===== src/rtl/shift_reg_n.sv =====
// shift_reg_n: parametrised bidirectional shift register.
// Single-step mode: load, hold, clear, logical/rotate/arithmetic shifts, one
// bit per enabled cycle. Multi-step mode: an internal IDLE/RUN FSM repeats a
// shift op amt times, with a busy flag and a one-cycle done pulse.
module shift_reg_n #(
    parameter int unsigned WIDTH = 8,
    parameter int unsigned AMT_W = 4
) (
    input  logic             clk,
    input  logic             reset,
    input  logic             en,
    input  logic [2:0]       op,
    input  logic             sd,
    input  logic             start,
    input  logic [AMT_W-1:0] amt,
    input  logic [WIDTH-1:0] d,
    output logic [WIDTH-1:0] q,
    output logic             so,
    output logic             busy,
    output logic             done
);

    typedef enum logic {
        IDLE,
        RUN
    } state_t;

    typedef enum logic [2:0] {
        OP_HOLD = 3'b000,
        OP_LOAD = 3'b001,
        OP_SLL  = 3'b010,
        OP_SRL  = 3'b011,
        OP_ROL  = 3'b100,
        OP_ROR  = 3'b101,
        OP_SRA  = 3'b110,
        OP_CLR  = 3'b111
    } op_t;

    state_t           state;
    op_t              op_r;
    logic [AMT_W-1:0] cnt;

    op_t              cur_op;
    logic [WIDTH-1:0] nq;
    logic             nso;
    logic             is_multi;

    // Only the five shift/rotate ops may run as a multi-step sequence.
    assign is_multi = (op >= 3'b010) && (op <= 3'b110);

    // Next q/so for one step; in RUN the latched op is used, so op is ignored.
    always_comb begin
        cur_op = (state == RUN) ? op_r : op_t'(op);
        nq     = q;
        nso    = so;
        case (cur_op)
            OP_HOLD: ;
            OP_LOAD: nq = d;
            OP_SLL: begin
                nq  = {q[WIDTH-2:0], sd};
                nso = q[WIDTH-1];
            end
            OP_SRL: begin
                nq  = {sd, q[WIDTH-1:1]};
                nso = q[0];
            end
            OP_ROL: begin
                nq  = {q[WIDTH-2:0], q[WIDTH-1]};
                nso = q[WIDTH-1];
            end
            OP_ROR: begin
                nq  = {q[0], q[WIDTH-1:1]};
                nso = q[0];
            end
            OP_SRA: begin
                nq  = {q[WIDTH-1], q[WIDTH-1:1]};
                nso = q[0];
            end
            OP_CLR: begin
                nq  = '0;
                nso = 1'b0;
            end
            default: ;
        endcase
    end

    // Register, FSM and handshake update; done defaults low so it pulses once.
    always_ff @(posedge clk) begin
        if (reset) begin
            q     <= '0;
            so    <= 1'b0;
            busy  <= 1'b0;
            done  <= 1'b0;
            state <= IDLE;
            op_r  <= OP_HOLD;
            cnt   <= '0;
        end else begin
            done <= 1'b0;
            case (state)
                IDLE: begin
                    if (en) begin
                        if (start && is_multi) begin
                            if (amt != '0) begin
                                op_r  <= op_t'(op);
                                cnt   <= amt;
                                busy  <= 1'b1;
                                state <= RUN;
                            end else begin
                                done <= 1'b1;
                            end
                        end else begin
                            q  <= nq;
                            so <= nso;
                        end
                    end
                end
                RUN: begin
                    if (en) begin
                        q   <= nq;
                        so  <= nso;
                        cnt <= cnt - AMT_W'(1);
                        if (cnt == AMT_W'(1)) begin
                            busy  <= 1'b0;
                            done  <= 1'b1;
                            state <= IDLE;
                        end
                    end
                end
                default: state <= IDLE;
            endcase
        end
    end

endmodule


===== config.mk =====
export PLATFORM = sky130hd
export DESIGN_NAME = shift_reg_n
export DESIGN_NICKNAME = d
export VERILOG_FILES = /design/src/rtl/shift_reg_n.sv
export SDC_FILE = /design/constraint.sdc
export NUM_CORES = 1
export LEC_CHECK = 0
export ABC_AREA = 1
export ABC_CLOCK_PERIOD_IN_PS = 1200
export CAP_MARGIN = 5
export CORE_AREA = 2 2 59 61
export DETAILED_ROUTE_END_ITERATION = 8
export DIE_AREA = 0 0 61 63
export GPL_TIMING_DRIVEN = 0
export HOLD_SLACK_MARGIN = 0.12
export PLACE_DENSITY = 0.73
export SLEW_MARGIN = 10
export SYNTH_ARGS = -nofsm -noshare
export SYNTH_HDL_FRONTEND = slang
export SYNTH_SLANG_ARGS = --single-unit

===== constraint.sdc =====
create_clock -name clk -period 1.2 [get_ports clk]
set_input_delay 0.12 -clock clk [delete_from_list [all_inputs] [get_ports clk]]
set_output_delay 0.12 -clock clk [all_outputs]
set_load 0.02 [all_outputs]

==> results.md <==
* Leading area contributor after synthesis: dfxtp_1
* Root buf cell: clkbuf_4
* Post-Syn Nets at approximately 230
* Num ports at 31
* PD cells at slightly below 900 nW/um^2
* Number of flops mapped to enable cells by yosys at 0
* Tcrit/Tclk final at 113%
* Max Root-Sink Buffers at 2
* Status: finished with violations
* FF+latch count, synth at 19
* Yosys top cell area share at ~28%
* Drt total wl at roughly 3700 um
* Pleak at between 0.9 and 1 nW
* Sequential share of the synthesized area at about 28%
* Final core occ at 63.7%
* Setup-failing EPs final at 14
* Share of layout cells above drive strength 1 at between 30% and 40%
* Synthesized cell area at around 1400 sq um
* Yosys warnings at 0
* Worst path depth at 11
* Setup Slack @ Placement at -0.489 ns
* Final Worst Setup Slack at -0.153 ns
* Fillcell total at roughly 310
* Hpwl dp at about 2300 um
* DR iter-0 viols at 70
* Port bufs at 30
* Worst Tran Pin Value at ~0.7 ns
* Most frequent cell after synthesis: nand2_1
* CTS H-Tree Depth at 1
* Worst skew pair latency at ~0.3 ns
* Post-synth ARST share at 0%
* Initial Utilization at between 40% and 50%
* First-pass GRT wire length at between 5000 and 6000 um
* Maximum capacitance violations at 0
* CP max stage cell: dfxtp_2
* Final ANT Viol Nets at 0
* Reg2Reg Setup Slack at -0.15 ns
* Skew final at around 0.0027 ns
* CP dominant cell by count: nand2_1
* Antenna cell count at 0
* Hold Violations, Final at 0
* Slew Limit Fails at 0
* Num CTS Buffers at 3
* Die width at around 61 um
* Placed cell count at roughly 290
* Vias in the first global route at roughly 1300
* Delay-heaviest family, CP: simple AND/OR/NAND/NOR gates
* Critical Path End Type: flop
* Ranking of synthesized cells by area: dfxtp_1, nand2_1, nand3_1
* Worst R2R Start: state
* Clock Sink Count at 19
* Worst R2R End: q[5]
* Cells after synthesis at ~210
* Failing checks: setup timing
* CORE AREA at roughly 3200 sq um
* Crit path DAT at 1.53 ns
* Drt wl/cell at around 12 um
* Largest net degree at the start of global routing at 11
* Initial antenna violation count at 0
* HP Class: primary input to flop
* Routability cong. at around 0.75
* CP bufs+invs at 3
* Commonest register cell after synthesis: dfxtp_1
* Net count, final at about 290
* CTS tree: done
* Max_slew headroom at between 50 and 60%
* Crit Path Max Fanout at 6
* Die Ht at between 60 and 70 um
* Yosys cell types at 25
* Crit Path Class: flop to flop
* CP Data Required Time at between 1 and 1.5 ns
* Fin cells at around 310
* Critical Path Start Type: flop
* Period minus WS final at between 1 and 1.5 ns
* Mean Syn Cell Area at ~6.5 sq um
* Clk pin slew, worst setup/hold paths at 0.12 ns
* Vias post-DR at 1538
* GR Overflow Total at 0
* GRT Total Usage at between 20% and 30%
* Critical Path Start: state
* Slowest stage delay, CP at around 0.38 ns
* Die area at 3840 sq um
* Via-to-Cell Ratio at 4.98
* Worst setup path endpoint: q[5]
* Min Hold Slack at ~0.36 ns
* Area grow syn2layout at 50.0%
* Commonest cells in the netlist: nand2_1, inv_1, nand3_1, nor2_1, dfxtp_1
* Peak Freq at about 0.74 GHz
* Pre-antenna DRT Iters at 4
* RSZ-0062 raised after global routing: yes
* Maximum vdd drop at ~470 uV
* Placement Rows at 21
* Reg2reg path depth at 11
* DRC errors left at 0
* CP cell instances: buf_8 > nand2_4 > nand2_8 > buf_6 > nand2_4 > nand3_1 > nand2_1 > inv_1 > nand2_1 > nand2_1 > a21oi_2
[registers in the layout, summed over array words and instances (netlist names)]
register	count
done	1
op_r	3
so	1
state	1
q	8
cnt	4
busy	1
[where the power goes]
group          total [mW]  switching, mW  internal (mW)
Sequential          0.719         0.0421          0.677
Combinational       0.772          0.435          0.337
Clock               0.342          0.213          0.130
[worst min-delay path, stage by stage]
cell	delay, ns
dlygate4sd2_1	0.29
o21ai_0	0.17
a21oi_1	0.04
[worst min-delay path by stage]
stage                      from       to  slack [ns]  cells past startpoint
after floorplan              en     done        0.26                      2
after global placement     busy     busy        0.47                      2
after global routing      op[1]  op_r[1]        0.36                      3
final                     op[1]  op_r[1]        0.36                      3
after detailed placement   busy     busy        0.46                      2
after CTS                 op[2]  op_r[2]        0.34                      3
[cells in the final DEF, fill, tap and decap left out, types with 6 or more instances in the layout]
master,count
nand2_1,47
inv_1,25
nand3_1,19
nor2_1,17
clkdlybuf4s50_1,17
dfxtp_1,16
buf_4,12
a21oi_1,11
nand2_2,9
a21oi_2,9
nand2_4,8
nand2_8,7
nor2_2,6
dlygate4sd2_1,6
[routing by layer]
layer	vias to the layer above	share of wire (%)	global-route usage, %
met5	-	0	0
li1	777	-	-
met2	54	48	31.7
met4	0	1.1	6.52
met1	703	47	28.7
met3	4	4.4	1.24
[timing repair]
item,CTS,global route
hold buffers,0,0
pin swaps,9,9
cloned,2,0
resized for setup,44,34
buffers inserted,13,2
endpoints found under the setup margin,29,26
[cell families after synthesis]
family,after synthesis,share of synthesized area (%)
and+or+nand+nor,124,44.8
DFF,19,27.7
AOI/OAI and AO/OA,33,14.6
buffers and inverters,34,11.1
adders and majority gates,2,1.82
[cell type report]
type | count | area [sq um] | share of cell area (%)
buffer | 5 | 56.3 | 2.74
multi-input combinational | 160 | 1010 | 48.9
tap | 46 | 57.6 | 2.80
inverter | 29 | 115 | 5.59
timing repair buffer | 46 | 413 | 20.1
sequential | 19 | 384 | 18.7
clock buffer | 4 | 26.3 | 1.28
[through the flow]
stage | power, mW | setup TNS [ns] | area, sq um
after floorplan | 1.13 | -0.105 | 1380
after global placement | 1.31 | -7.23 | 1730
after detailed placement | 1.32 | -7.33 | 1730
after CTS | 1.78 | -1.05 | 1990
after global routing | 1.95 | -2.42 | 2060
final | 1.83 | -1.39 | 2060
(Power assumes the default switching activity.)
